$ cat config.mk
export PLATFORM = sky130hd
export DESIGN_NAME = brightness_fade_ctrl
export DESIGN_NICKNAME = d
export VERILOG_FILES = /design/src/rtl/brightness_fade_ctrl_pkg.sv /design/src/rtl/brightness_fade_ctrl_ch_step.sv /design/src/rtl/brightness_fade_ctrl.sv
export SDC_FILE = /design/constraint.sdc
export NUM_CORES = 1
export LEC_CHECK = 0
export BUFFER_PORTS_ARGS = -buffer_cell sky130_fd_sc_hd__buf_2
export CAP_MARGIN = 20
export CORE_AREA = 4 4 120 122
export CTS_BUF_LIST = sky130_fd_sc_hd__clkbuf_16
export CTS_CLUSTER_DIAMETER = 30
export DETAILED_ROUTE_END_ITERATION = 7
export DIE_AREA = 0 0 124 126
export HOLD_SLACK_MARGIN = 0.12
export PLACE_DENSITY = 0.8
export RECOVER_POWER = 50
export SLEW_MARGIN = 40
export SYNTH_ARGS = -nofsm -noshare
export SYNTH_HDL_FRONTEND = slang
export SYNTH_SLANG_ARGS = --single-unit
$ cat constraint.sdc
create_clock -name sys_clk -period 4.12 [get_ports sys_clk]
set_input_delay 0.206 -clock sys_clk [delete_from_list [all_inputs] [get_ports sys_clk]]
set_output_delay 0.206 -clock sys_clk [all_outputs]
set_load 0.05 [all_outputs]
$ cat src/rtl/brightness_fade_ctrl_pkg.sv
// Shared constants, state type and channel packing for the brightness fade
// sequencer and Brightness_PWM.
package brightness_pkg;

   localparam int NUM_CH = 6;
   localparam int CH_W   = 8;
   localparam int RATE_W = 8;

   localparam logic [CH_W-1:0] PERIOD_LAST = {CH_W{1'b1}};
   localparam logic [CH_W-1:0] STEP_POINT  = {{(CH_W-1){1'b1}}, 1'b0};

   typedef enum logic [1:0] {
      IDLE,
      FADE,
      DONE
   } fade_state_t;

   // Channel 0 sits in the least significant CH_W bits, matching DATA_i.
   function automatic logic [CH_W-1:0] ch_slice(input logic [NUM_CH*CH_W-1:0] word,
                                                input int unsigned idx);
      return word[idx*CH_W +: CH_W];
   endfunction

endpackage

$ cat src/rtl/brightness_fade_ctrl_ch_step.sv
// One brightness channel: moves its registered level one LSB toward the
// target whenever a step is enabled, never overshooting.
module fade_ch_step
   import brightness_pkg::*;
(
   input  logic            sys_clk,
   input  logic            sys_resetb,
   input  logic [CH_W-1:0] cur,
   input  logic [CH_W-1:0] tgt,
   input  logic            step_en,
   output logic [CH_W-1:0] nxt,
   output logic            eq
);

   logic [CH_W-1:0] stepped;

   // NOTE: every variable written here gets a default first, so no path
   // leaves it unassigned and no latch is inferred.
   always_comb begin
      stepped = cur;
      if (cur < tgt) begin
         stepped = cur + CH_W'(1);
      end else if (cur > tgt) begin
         stepped = cur - CH_W'(1);
      end
   end

   assign eq = (cur == tgt);

   // NOTE: sequential state uses non-blocking assignments so all registers
   // update from the same pre-edge values.
   always_ff @(posedge sys_clk) begin
      if (!sys_resetb) begin
         nxt <= '0;
      end else if (step_en) begin
         nxt <= stepped;
      end
   end

endmodule

$ cat src/rtl/brightness_fade_ctrl.sv
// Fade sequencer in front of Brightness_PWM: ramps the duty word toward a
// target one LSB per step, updating only on PWM period boundaries.
module brightness_fade_ctrl
   import brightness_pkg::*;
(
   input  logic                   sys_clk,
   input  logic                   sys_resetb,
   input  logic [NUM_CH*CH_W-1:0] tgt_i,
   input  logic                   tgt_valid_i,
   output logic                   tgt_ready_o,
   input  logic [RATE_W-1:0]      rate_i,
   output logic [NUM_CH*CH_W-1:0] DATA_o,
   output logic                   CTS_o,
   output logic                   busy_o,
   output logic                   done_o
);

   fade_state_t                   state, state_nxt;
   logic [CH_W-1:0]               period_cnt;
   logic [RATE_W-1:0]             tick_cnt, tick_inc, rate_q;
   logic [NUM_CH*CH_W-1:0]        tgt_q;
   logic [NUM_CH-1:0][CH_W-1:0]   ch_cur;
   logic [NUM_CH-1:0][CH_W-1:0]   ch_tgt;
   logic [NUM_CH-1:0]             ch_eq;
   logic                          step_pt, step_en, accept;

   assign step_pt  = (period_cnt == STEP_POINT);
   assign tick_inc = tick_cnt + RATE_W'(1);
   assign accept   = tgt_valid_i && tgt_ready_o;

   for (genvar i = 0; i < NUM_CH; i++) begin : g_ch
      assign ch_tgt[i] = ch_slice(tgt_q, i);

      fade_ch_step u_step (
         .sys_clk    (sys_clk),
         .sys_resetb (sys_resetb),
         .cur        (ch_cur[i]),
         .tgt        (ch_tgt[i]),
         .step_en    (step_en),
         .nxt        (ch_cur[i]),
         .eq         (ch_eq[i])
      );
   end

   assign DATA_o = ch_cur;

   always_comb begin
      state_nxt   = state;
      step_en     = 1'b0;
      tgt_ready_o = 1'b0;
      busy_o      = 1'b0;
      done_o      = 1'b0;
      case (state)
         IDLE: begin
            tgt_ready_o = 1'b1;
            if (tgt_valid_i) state_nxt = FADE;
         end
         FADE: begin
            busy_o  = 1'b1;
            step_en = step_pt && (tick_inc == rate_q);
            // CTS_o is only ever high in the FF cycle, so leaving here lands DONE on 00.
            if (CTS_o && (&ch_eq)) state_nxt = DONE;
         end
         DONE: begin
            done_o    = 1'b1;
            state_nxt = IDLE;
         end
         default: state_nxt = IDLE;
      endcase
   end

   always_ff @(posedge sys_clk) begin
      if (!sys_resetb) begin
         state      <= IDLE;
         period_cnt <= '0;
         tick_cnt   <= '0;
         CTS_o      <= 1'b0;
      end else begin
         state      <= state_nxt;
         period_cnt <= period_cnt + CH_W'(1);
         CTS_o      <= step_en;
         if (accept) begin
            tick_cnt <= '0;
         end else if ((state == FADE) && step_pt) begin
            tick_cnt <= step_en ? '0 : tick_inc;
         end
      end
   end

   // NOTE: the target and rate holding registers carry no reset; they are
   // always loaded at accept before FADE ever reads them.
   always_ff @(posedge sys_clk) begin
      if (accept) begin
         tgt_q  <= tgt_i;
         rate_q <= (rate_i == '0) ? RATE_W'(1) : rate_i;
      end
   end

endmodule

==> results of run 1 <==
per-stage QoR:
stage	setup slack, ns	power (mW)
floorplan	0.436	1.45
global placement	0.442	1.51
detailed placement	0.648	1.51
CTS	0.628	3.02
global route	0.215	3.11
finish	0.607	3.01
cells by family (layout without fill, tap and decap cells):
family                   count (synthesis)  in the layout
AO/OA/AOI/OAI                          231            231
XOR/XNOR                                39             39
adder cells (fa/ha/maj)                 93             93
buffers and inverters                  108            288
flip-flops                             123            123
multiplexers                             3              3
AND/OR/NAND/NOR                        221            221
worst paths after layout:
kind | startpoint | slack [ns] | end
worst max-delay path | g_ch[5].u_step.nxt[2] | 0.61 | g_ch[5].u_step.nxt[7]
worst min-delay path | tgt_valid_i | 0.22 | state[0]
worst max register to register | g_ch[5].u_step.nxt[2] | 0.61 | g_ch[5].u_step.nxt[7]
worst min register to register | period_cnt[0] | 0.47 | period_cnt[0]
cell type report:
class	count	area, um^2
clock buffer	17	425
clock inverter	15	158
fill	1015	3750
inverter	78	295
multi-input combinational	587	4190
sequential	123	3020
tap	176	220
timing repair buffer	178	1120
registers in the layout, indices dropped and copies added (netlist names):
register,flops
CTS_o,1
ch_tgt,48
g_ch.u_step.nxt,48
period_cnt,8
rate_q,8
state,2
tick_cnt,8
power by group through the flow:
stage,clock (mW),sequential (mW),combinational [mW]
floorplan,0,1.36,0.0927
global placement,0,1.36,0.145
detailed placement,0,1.36,0.150
CTS,1.49,1.34,0.192
global route,1.55,1.34,0.219
finish,1.48,1.34,0.195
per-layer routing:
metal	GRT usage, %	up-vias	part of all wire (%)
li1	-	3355	-
met5	0	-	0
met1	29.3	3105	43
met2	41.6	160	50
met4	10.4	0	2.6
met3	5.96	44	5.1
worst max-delay path: stages, from the launching register on:
cell and delay, ns:
sky130_fd_sc_hd__dfxtp_1 0.34, sky130_fd_sc_hd__ha_1 0.31, sky130_fd_sc_hd__nand3_1 0.10, sky130_fd_sc_hd__o221a_2 0.29
sky130_fd_sc_hd__o21ai_1 0.56, sky130_fd_sc_hd__ha_1 0.37, sky130_fd_sc_hd__a21oi_1 0.19, sky130_fd_sc_hd__o211ai_1 0.14
sky130_fd_sc_hd__o41ai_1 0.31, sky130_fd_sc_hd__xor2_1 0.14, sky130_fd_sc_hd__or4_1 0.49, sky130_fd_sc_hd__a21oi_1 0.15
layout by cell type (no fill, tap or decap), types with 4 or more instances in the layout:
| cell | n |
|---|---|
| sky130_fd_sc_hd__ha_1 | 87 |
| sky130_fd_sc_hd__nor3_1 | 13 |
| sky130_fd_sc_hd__buf_4 | 9 |
| sky130_fd_sc_hd__nand4_1 | 14 |
| sky130_fd_sc_hd__inv_1 | 77 |
| sky130_fd_sc_hd__o21a_1 | 9 |
| sky130_fd_sc_hd__a21o_1 | 12 |
| sky130_fd_sc_hd__xor2_1 | 18 |
| sky130_fd_sc_hd__a21oi_1 | 92 |
| sky130_fd_sc_hd__dfxtp_1 | 67 |
| sky130_fd_sc_hd__fa_1 | 6 |
| sky130_fd_sc_hd__o31ai_1 | 5 |
| sky130_fd_sc_hd__buf_2 | 50 |
| sky130_fd_sc_hd__clkinv_2 | 5 |
| sky130_fd_sc_hd__or2_2 | 4 |
| sky130_fd_sc_hd__a31o_2 | 5 |
| sky130_fd_sc_hd__a22oi_1 | 5 |
| sky130_fd_sc_hd__or3_1 | 5 |
| sky130_fd_sc_hd__or4_1 | 10 |
| sky130_fd_sc_hd__edfxtp_1 | 56 |
| sky130_fd_sc_hd__o41ai_1 | 10 |
| sky130_fd_sc_hd__dlygate4sd3_1 | 57 |
| sky130_fd_sc_hd__nand3_1 | 61 |
| sky130_fd_sc_hd__nor2_1 | 33 |
| sky130_fd_sc_hd__clkbuf_16 | 17 |
| sky130_fd_sc_hd__nand2_1 | 33 |
| sky130_fd_sc_hd__nor3b_1 | 5 |
| sky130_fd_sc_hd__and3_1 | 7 |
| sky130_fd_sc_hd__nand2b_1 | 6 |
| sky130_fd_sc_hd__nand4b_1 | 4 |
| sky130_fd_sc_hd__o211ai_1 | 15 |
| sky130_fd_sc_hd__o21ai_0 | 57 |
| sky130_fd_sc_hd__clkbuf_1 | 61 |
| sky130_fd_sc_hd__xnor2_1 | 21 |
| sky130_fd_sc_hd__nor2b_1 | 9 |
repair_timing:
action / in CTS / in global routing
hold buffers: 57 / 0
hold endpoints to repair: 58 / 0
setup buffers: 0 / 0
==> results.env, run 1 <==
OUTCOME='complete, but fails checks'
VIOLATIONS='max-capacitance violations, max-slew violations'
WL_MM=18.3
FRACTION_OF_THE_MAPPED_NETLIST_AREA_IN_ADDER_CELLS_PCT=15.9
SETUP_VIOL=0
SEQ_POWER_SHARE_PCT=44.4
FLOORPLAN.DIE.HEIGHT_UM=126
MAX_SLEW.WORST_PIN.SLEW_NS=2.75
SHARE_CLK_OF_TOTAL_POWER_PCT=49.2
CLOCK_PATH_BUFFERS=2
SYN_AVG_CELL_AREA_UM2=9.30
GRT_ANTENNA_BEFORE_REPAIR=0
R2R.WORST_PATH.CELLS=11
STDCELL_AREA_MM2=0.00944
COMBPWRFRAC_PCT=6.5
MAPPEDNETLISTAREA_MM2=0.00760
DESIGN.PORTCOUNT=111
YOSYS.AREA.TOP_TYPE_SHARE_PCT=22.1
MIN_PATH_CELLS=4
CORE_REGION_AREA_MM2=0.0132
ENDPOINT_TYPE_OF_THE_WORST_SETUP_PATH='flop'
FIRST_PASS_ITERS=4
LAYOUTNONFILLERINSTCOUNT=1174
GP_CONGESTION=0.863
SYN_TO_FINAL_GROWTH_PCT=24.1
FIN_HOLD_WS_NS=0.221
DP_HPWL_MM=12.2
SYNTH-WARNING-COUNT=0
DIE-AREA_MM2=0.0156
N_ANTENNA_CELL=0
YS_TOP_CELLS_BY_AREA='sky130_fd_sc_hd__edfxtp_1 22%, sky130_fd_sc_hd__dfxtp_1 18%, sky130_fd_sc_hd__ha_1 14%'
CLOCK_INSERTION_DELAY_WORST_SKEW_NS=0.42
VDD.IR_DROP.WORST_uV=305
SYNTH_LARGEST_AREA_CELL='sky130_fd_sc_hd__edfxtp_1'
OVERFLOW_LEFT_AFTER_GLOBAL_ROUTING=0
FINAL_CORE_UTILIZATION_PCT=71.5
POWER.SHARE.SWITCHING_PCT=22.0
TOTALNEGATIVESETUPSLACK_NS=0
GRT_MAX_DEGREE=57
POWER-PER-CELL-AREA_mW_PER_MM2=319
PERIOD_SHARE_PCT=85.3
TIMING_WORST_SETUP_PATH_TYPE='flop to flop'
POWER_REPORT.INTERNAL_TOTAL_mW=2.35
POWER.STATIC_LEAKAGE_nW=3.99
SYNTHFLOPTYPE='sky130_fd_sc_hd__dfxtp_1'
GRT_PASS1_VIAS=6624
NETS=1137
POST_SYNTHESIS_CELLS=818
SYNTH-EDFF-COUNT=56
DETAIL_ROUTE.ITER0.VIOLATIONS=510
DPL_CELL_AREA_MM2=0.00834
TIMING.SLEW.HEADROOM_PCT=-83.5
SYNTH_FP_NETS=970
REPORT.FINAL.HOLD_VIOL_COUNT=0
POWER_SWITCHING_mW=0.663
CRITICAL_PATH_REQUIRED_NS=4.43
CTS_INSERTED_BUFFERS=17
UNREPAIRED_SETUP_ENDPOINTS_AFTER_GLOBAL_ROUTING='no'
POST_SYNTH_MUX_AREA_SHARE_PCT=0.411
SYNTH_COMPOUND_AREA_SHARE_PCT=18.4
PLACED_CELLS_INCL_TAPS=1084
ROUTED_WIRE_LENGTH_PER_INSTANCE_UM=15.6
DRT-VIAS-PER-INSTANCE=5.68
TRITONCTS='done'
GLOBAL_ROUTE_WIRE_LENGTH_BEFORE_REPAIR_MM=30.6
POST-ROUTE-MIN-PERIOD_NS=3.51
POST_ROUTE_CELLS_DRIVE_ABOVE_1_SHARE_PCT=11.4
FINALCLOCKSKEW_NS=0.00791
SIMPLE_GATE_SHARE_OF_THE_SYNTHESIZED_AREA_PCT=15.5
TIMING.HOLD.WORST.CLASS='input port to flop'
PLACEMENT_ROWS=42
SETUP.WORST_PATH.START_CLASS='flop'
SYNTH-SEQ-AREA-SHARE_PCT=39.8
POST_CTS_RESIZED=0
DRTANTENNAVIOLNETS=0
SYNTHMOSTINSTANTIATEDCELL='sky130_fd_sc_hd__a21oi_1'
SYNTH_CELL_TYPE_COUNT=56
GRT.TOTAL_USAGE_PCT=24.5
VIAS=6664
CLOCK_INPUT_TRANSITION_AT_THE_SEQUENTIAL_CELLS_OF_THE_WORST_SETUP_AND_HOLD_PATHS_NS=0.06
WORST-PATH-MAX-FANOUT=8
YS_SEQ_ELEMENTS=123
DRV_SLEW=57
ARRIVAL_NS=3.82
CAP_VIOLATIONS=1
DIEWIDTH_UM=124
SYNTH_TOP_FAMILY_BY_AREA='compound AO/OA/AOI/OAI gates'
TRITONCTS_NUM_SINKS=123
CLK_ROOT_BUFFER_CELL='sky130_fd_sc_hd__clkbuf_16'
DRC=0
ASYNC_FLOP_SHARE_PCT=0
SYNTH_XOR_XNOR_AREA_SHARE_PCT=4.49
TIMING.FMAX_MHz=285
PLACE.PORT_BUFFERS=110
CTS_HTREE_LEVELS=4
SYNTH_COMMONEST_CELLS='93 x sky130_fd_sc_hd__a21oi_1, 87 x sky130_fd_sc_hd__ha_1, 78 x sky130_fd_sc_hd__inv_1'
INITIAL_STANDARD_CELL_UTILIZATION_OF_THE_CORE_PCT=57.6
Power figures use the tool's default switching activity.
==> run 2: changes to the inputs <==
--- a/config.mk
+++ b/config.mk
@@ -7,13 +7,13 @@
 export LEC_CHECK = 0
 export BUFFER_PORTS_ARGS = -buffer_cell sky130_fd_sc_hd__buf_2
 export CAP_MARGIN = 20
-export CORE_AREA = 4 4 120 122
+export CORE_AREA = 4 4 108 136
 export CTS_BUF_LIST = sky130_fd_sc_hd__clkbuf_16
 export CTS_CLUSTER_DIAMETER = 30
 export DETAILED_ROUTE_END_ITERATION = 7
-export DIE_AREA = 0 0 124 126
+export DIE_AREA = 0 0 112 140
 export HOLD_SLACK_MARGIN = 0.12
-export PLACE_DENSITY = 0.8
+export PLACE_DENSITY = 0.79
 export RECOVER_POWER = 50
 export SLEW_MARGIN = 40
 export SYNTH_ARGS = -nofsm -noshare
==> run 2 against run 1 <==
Setup slack better by 0.044 ns. Largest power group unchanged. Worst hold slack better by 0.022 ns. Sequential power hardly changed. Largest cell class unchanged. Die area is 0.36% higher. Via count is 1.5% higher. The run now ends clean. Highest routed layer unchanged. Clock skew is 0.0013 ns lower. Core utilization is 1.9 points lower.
==> results.env, run 2 (synthesized netlist as in run 1, its figures left out) <==
ROUTED_WIRE_LENGTH_PER_INSTANCE_UM=16.0
PLACEMENT_ROWS=48
TRITONCTS='done'
GP_CONGESTION=0.866
N_ANTENNA_CELL=0
CP_CELL_SEQUENCE='ha_1, nor2b_1, o211ai_1, a21oi_1, or2_2, ha_1, and3_1, a221o_1, o41ai_1, nor3_1, o2111ai_1, mux2i_1'
FINAL_CORE_UTILIZATION_PCT=69.7
DRTANTENNAVIOLNETS=0
DIE-AREA_MM2=0.0157
DIEWIDTH_UM=112
CLOCK_PATH_BUFFERS=2
WL_MM=18.8
SETUP.WORST_PATH.START_CLASS='flop'
SYN_TO_FINAL_GROWTH_PCT=23.8
REGAREA_MM2=0.00302
FIRST_PASS_ITERS=5
SLOWEST_DELAY_NS=0.44
TOTALNEGATIVESETUPSLACK_NS=0
DRC=0
OUTCOME='finished, final reports clean'
CLOCK_INSERTION_DELAY_WORST_SKEW_NS=0.42
CAP_VIOLATIONS=0
CRITICAL_PATH_REQUIRED_NS=4.47
DRT-VIAS-PER-INSTANCE=5.77
DP_HPWL_MM=12.8
PERIOD_SHARE_PCT=84.2
PLACE.PORT_BUFFERS=110
ARRIVAL_NS=3.82
FLOORPLAN.DIE.HEIGHT_UM=140
FIN_HOLD_WS_NS=0.244
OVERFLOW_LEFT_AFTER_GLOBAL_ROUTING=0
TOTAL_AREA_OF_MULTI_INPUT_COMBINATIONAL_CELLS_MM2=0.00419
LAYOUT_COMMONEST_CELL='sky130_fd_sc_hd__a21oi_1'
GRT_ANTENNA_BEFORE_REPAIR=0
GRT_MAX_DEGREE=58
VIAS=6764
CTS_HTREE_LEVELS=4
NETS=1136
WORSTSETUPSTARTPOINT='g_ch[4].u_step.nxt[1]'
POST_CTS_RESIZED=0
GRT.TOTAL_USAGE_PCT=24.6
CORE_REGION_AREA_MM2=0.0135
DESIGN.PORTCOUNT=111
CTS_SETUP_BUFFERS=0
POST_ROUTE_CELLS_DRIVE_ABOVE_1_SHARE_PCT=10.9
GLOBAL_ROUTE_WIRE_LENGTH_BEFORE_REPAIR_MM=31.6
ENDPOINT_TYPE_OF_THE_WORST_SETUP_PATH='flop'
UNREPAIRED_SETUP_ENDPOINTS_AFTER_GLOBAL_ROUTING='no'
GRT_PASS1_VIAS=6709
TIMING.SLEW.HEADROOM_PCT=46.9
VDD.IR_DROP.WORST_uV=288
INITIAL_STANDARD_CELL_UTILIZATION_OF_THE_CORE_PCT=56.3
TIMING.HOLD.WORST.CLASS='input port to flop'
DRV_SLEW=0
FINALCLOCKSKEW_NS=0.00657
POST-ROUTE-MIN-PERIOD_NS=3.47
MIN-DELAY-START='tgt_valid_i'
CLK_ROOT_BUFFER_CELL='sky130_fd_sc_hd__clkbuf_16'
TRITONCTS_NUM_SINKS=123
WORST-PATH-MAX-FANOUT=7
CLOCK_INPUT_TRANSITION_AT_THE_SEQUENTIAL_CELLS_OF_THE_WORST_SETUP_AND_HOLD_PATHS_NS=0.05
TIMING_WORST_SETUP_PATH_TYPE='flop to flop'
POWER.STATIC_LEAKAGE_nW=4.00
DETAIL_ROUTE.ITER0.VIOLATIONS=332
POWER-PER-CELL-AREA_mW_PER_MM2=316
REPORT.FINAL.HOLD_VIOL_COUNT=0
MOSTFREQUENTLAYOUTCELLS='92 x sky130_fd_sc_hd__a21oi_1, 87 x sky130_fd_sc_hd__ha_1, 81 x sky130_fd_sc_hd__inv_1'
CPMOSTUSEDCELL='sky130_fd_sc_hd__ha_1'
WORST_PATH_MAX_DELAY_CELL='sky130_fd_sc_hd__dfxtp_1'
CTS_INSERTED_BUFFERS=17
TIMING.FMAX_MHz=288
FINAL.FILL_COUNT=1053
SETUP_VIOL=0
CRITICAL_PATH.REG2REG.STARTPOINT='g_ch[4].u_step.nxt[1]'
MAX_SLEW.WORST_PIN.SLEW_NS=0.794
-- run 2: changes by cell type in the layout (fill, tap and decap cells not counted), sizes merged --
cell	before	now
clkbuf	79	78
clkinv	9	7
clkinvlp	3	1
inv	78	82
-- run 2: path summary, 6_finish.rpt --
kind / to / slack, ns / depth (start not counted)
hold / removal: state[0] / 0.24 / 4
setup / recovery: g_ch[4].u_step.nxt[7] / 0.65 / 12
setup reg to reg: g_ch[4].u_step.nxt[7] / 0.65 / 12
hold reg to reg: period_cnt[0] / 0.47 / 1
-- run 2: critical path: cells and delay by family, from the launching register on --
kind	cells	cell delay [ns]
AOI/OAI and AO/OA	5	1.33
adders and majority gates	2	0.63
muxes	1	0.19
and+or+nand+nor	4	0.79
DFF	1	0.44
-- run 2: layout make-up --
cell class | instances | area share [%]
Clock buffer | 17 | 4.52
Clock inverter | 15 | 1.51
Inverter | 78 | 3.14
Multi-Input combinational cell | 587 | 44.5
Sequential cell | 123 | 32.1
Tap cell | 175 | 2.33
Timing Repair Buffer | 177 | 11.9
-- run 2: routing by layer --
layer / part of all wire, % / wire, um / track usage (%) / up-vias
met5: 0 / 0 / 0 / -
li1: - / - / - / 3348
met4: 2.5 / 466 / 10.3 / 0
met3: 4.0 / 757 / 4.58 / 41
met2: 53 / 9860 / 44.8 / 169
met1: 41 / 7690 / 28.1 / 3206
-- run 2: through the flow --
stage | instances | cell area (um^2) | setup slack (ns) | total power, mW
4_1_cts | 1171 | 9470 | 0.686 | 2.99
6_report | 1172 | 9420 | 0.651 | 2.97
5_1_grt | 1172 | 9420 | 0.421 | 3.07
3_3_place_gp | 1082 | 8330 | 0.527 | 1.51
2_1_floorplan | 818 | 7600 | 0.436 | 1.45
3_5_place_dp | 1082 | 8330 | 0.708 | 1.52
-- run 2: report_power, final --
part	switching, mW	internal (mW)
registers	0.0133	1.32
clock network	0.514	0.926
logic	0.108	0.0898
total	0.635	2.34
-- run 2: repair_timing --
item / in CTS / in global routing
hold buffers: 57 / 0
endpoints found under the setup margin: 0 / 0
hold endpoints to repair: 58 / 0
==> run 3: changes to the inputs <==
--- a/config.mk
+++ b/config.mk
@@ -7,13 +7,13 @@
 export LEC_CHECK = 0
 export BUFFER_PORTS_ARGS = -buffer_cell sky130_fd_sc_hd__buf_2
 export CAP_MARGIN = 20
-export CORE_AREA = 4 4 108 136
+export CORE_AREA = 4 4 113 141
 export CTS_BUF_LIST = sky130_fd_sc_hd__clkbuf_16
 export CTS_CLUSTER_DIAMETER = 30
 export DETAILED_ROUTE_END_ITERATION = 7
-export DIE_AREA = 0 0 112 140
+export DIE_AREA = 0 0 117 145
 export HOLD_SLACK_MARGIN = 0.12
-export PLACE_DENSITY = 0.79
+export PLACE_DENSITY = 0.77
 export RECOVER_POWER = 50
 export SLEW_MARGIN = 40
 export SYNTH_ARGS = -nofsm -noshare
==> constraint.sdc (replaced) <==
create_clock -name sys_clk -period 3.1 [get_ports sys_clk]
set_input_delay 0.155 -clock sys_clk [delete_from_list [all_inputs] [get_ports sys_clk]]
set_output_delay 0.155 -clock sys_clk [all_outputs]
set_load 0.05 [all_outputs]
==> run 3 against run 2 <==
Final cell count is 5.0% higher. Cell area is 11% higher. Worst hold slack improved by 0.18 ns. Power rose by 35%. Critical endpoint is now g_ch[1].u_step.nxt[7]. Largest power group unchanged.
==> results.env, run 3 (synthesized netlist as in run 1, its figures left out) <==
OUTCOME='finished, final reports clean'
GLOBAL_ROUTE_WIRE_LENGTH_BEFORE_REPAIR_MM=33.0
POWER_REPORT.INTERNAL_TOTAL_mW=3.12
DP_HPWL_MM=13.8
FIRST_PASS_ITERS=5
GRT.TOTAL_USAGE_PCT=24.3
DIEWIDTH_UM=117
SEQ_POWER_SHARE_PCT=44.2
DIE-AREA_MM2=0.0170
POST_ROUTE_CELLS_DRIVE_ABOVE_1_SHARE_PCT=23.9
ENDPOINT_TYPE_OF_THE_WORST_SETUP_PATH='flop'
CTS_HTREE_LEVELS=4
MET2_LAYER_WIRE_LENGTH_IN_THE_ROUTED_DESIGN_MM=11.8
TIMING.FMAX_MHz=323
TOP_LAYER_USED='met4'
TIMING.HOLD.WORST.CLASS='input port to flop'
WL_MM=22.0
DRC=0
WORST-PATH-MAX-FANOUT=6
MOSTFREQUENTLAYOUTCELLS='82 x sky130_fd_sc_hd__a21oi_1, 77 x sky130_fd_sc_hd__inv_1, 64 x sky130_fd_sc_hd__ha_1'
GP_CONGESTION=0.938
DETAIL_ROUTE.WIRELENGTH.MET1_MM=8.49
UNREPAIRED_SETUP_ENDPOINTS_AFTER_GLOBAL_ROUTING='yes'
REG2REG_TO='g_ch[1].u_step.nxt[7]'
DRT-VIAS-PER-INSTANCE=5.81
REG2REG_SETUP_SLACK_NS=0.0001
DPL_CELL_AREA_MM2=0.00880
FIN_HOLD_WS_NS=0.424
DESIGN.PORTCOUNT=111
GRT_PASS1_VIAS=7086
GRT_ANTENNA_BEFORE_REPAIR=0
DR_WL_MET3_UM=966
CRITICAL_PATH_REQUIRED_NS=3.42
SETUP.WORST_PATH.START_CLASS='flop'
PLACEMENT_ROWS=49
CATEGORY_OF_CELLS_ACCOUNTING_FOR_THE_LARGEST_SHARE_OF_CRITICAL_PATH_DELAY='simple AND/OR/NAND/NOR gates'
CTS_INSERTED_BUFFERS=17
SETUP_VIOL=0
N_ANTENNA_CELL=0
GRT_MAX_DEGREE=57
TIMING_WORST_SETUP_PATH_TYPE='flop to flop'
WORST_PATH_MAX_DELAY_CELL='sky130_fd_sc_hd__edfxtp_1'
POST-ROUTE-MIN-PERIOD_NS=3.10
CP_CELL_SEQUENCE='inv_2, ha_4, nor2b_2, o211ai_1, a21oi_2, or2_4, buf_6, ha_4, nor2_1, nor2_1, o41ai_2, or3_1, a2111o_1, mux2i_1'
TRITONCTS_NUM_SINKS=123
MIN_PATH_CELLS=2
PERIOD_SHARE_PCT=100
INITIAL_STANDARD_CELL_UTILIZATION_OF_THE_CORE_PCT=52.6
FLOORPLAN.DIE.HEIGHT_UM=145
R2R.WORST_PATH.CELLS=14
FINALCLOCKSKEW_NS=0.0138
POWER.SHARE.SWITCHING_PCT=22.1
STDCELL_AREA_MM2=0.0104
DRV_SLEW=0
OVERFLOW_LEFT_AFTER_GLOBAL_ROUTING=0
CLOCK_PATH_BUFFERS=2
ARRIVAL_NS=3.42
POWER_SWITCHING_mW=0.886
CRITICAL_PATH.REG2REG.STARTPOINT='ch_tgt[9]'
LAYOUT_COMMONEST_CELL='sky130_fd_sc_hd__a21oi_1'
CLK_ROOT_BUFFER_CELL='sky130_fd_sc_hd__clkbuf_16'
FINAL_CORE_UTILIZATION_PCT=72.2
CORE_REGION_AREA_MM2=0.0145
SLOWEST_DELAY_NS=0.37
POWER-PER-CELL-AREA_mW_PER_MM2=384
WORSTSETUPPATHDEPTH=14
VDD.IR_DROP.WORST_uV=366
POWER.STATIC_LEAKAGE_nW=4.37
SYN_TO_FINAL_GROWTH_PCT=37.4
PLACE.PORT_BUFFERS=110
CLOCK_INPUT_TRANSITION_AT_THE_SEQUENTIAL_CELLS_OF_THE_WORST_SETUP_AND_HOLD_PATHS_NS=0.06
MIN-DELAY-START='tgt_i[23]'
REPORT.FINAL.HOLD_VIOL_COUNT=0
CAP_VIOLATIONS=0
NETS=1192
CP.BUFFERS_INVERTERS=2
DETAIL_ROUTE.ITER0.VIOLATIONS=409
COMBPWRFRAC_PCT=7.4
VIAS=7146
MAX_SLEW.WORST_PIN.SLEW_NS=0.757
TOTALNEGATIVESETUPSLACK_NS=0
POST-LAYOUT-TOTAL-POWER_mW=4.01
WHS_ENDPOINT='ch_tgt[23]'
ROUTED_WIRE_LENGTH_PER_INSTANCE_UM=17.9
DRTANTENNAVIOLNETS=0
CLOCK_INSERTION_DELAY_WORST_SKEW_NS=0.43
TRITONCTS='done'
TIMING.SLEW.HEADROOM_PCT=49.4
SHARE_CLK_OF_TOTAL_POWER_PCT=48.3
## run 3: cell count changes in the layout (fill, tap and decap cells not counted), sizes merged
cell         change
clkbuf           -3
clkinv           +1
buf             +58
inv              -1
dlygate4sd3      +1
## run 3: power groups by stage
stage	sequential [mW]	combinational (mW)	clock [mW]
after floorplan	1.80	0.125	0
after global placement	1.80	0.206	0
after detailed placement	1.81	0.214	0
after CTS	1.77	0.272	1.95
after global routing	1.78	0.327	2.03
final	1.77	0.297	1.94
## run 3: how the worst max path moves through the flow
stage,endpoint,from
final,g_ch[1].u_step.nxt[7],ch_tgt[9]
after global routing,g_ch[3].u_step.nxt[7],ch_tgt[27]
after CTS,g_ch[0].u_step.nxt[7],ch_tgt[2]
after detailed placement,g_ch[1].u_step.nxt[7],ch_tgt[9]
after global placement,g_ch[2].u_step.nxt[7],ch_tgt[18]
after floorplan,g_ch[1].u_step.nxt[7],g_ch[1].u_step.nxt[4]
## run 3: repair_timing
action | 4_1_cts | 5_1_grt
endpoints found under the hold margin | 60 | 0
setup endpoints to repair | 4 | 12
gates resized for setup | 6 | 65
pin swaps | 2 | 29
hold buffers | 58 | 0
buffers inserted | 1 | 8
## run 3: layout make-up
cell class	count	area (um^2)
timing repair buffer	233	1600
sequential	123	3070
tap	178	223
multi-input combinational	587	4700
clock buffer	17	425
clock inverter	15	143
fill	1062	4020
inverter	78	293
## run 3: stage by stage
step           worst slack (ns)  std cells
2_1_floorplan            0.0153        818
3_3_place_gp             0.0246       1132
3_5_place_dp            -0.0299       1132
4_1_cts                 0.00216       1223
5_1_grt                  -0.160       1231
6_report               0.000119       1231
## run 3: metal layers
layer  vias up  track usage [%]
li1       3464                -
met2       228             44.7
met4         0             9.70
met1      3383             26.8
met3        71             4.62
met5         -                0
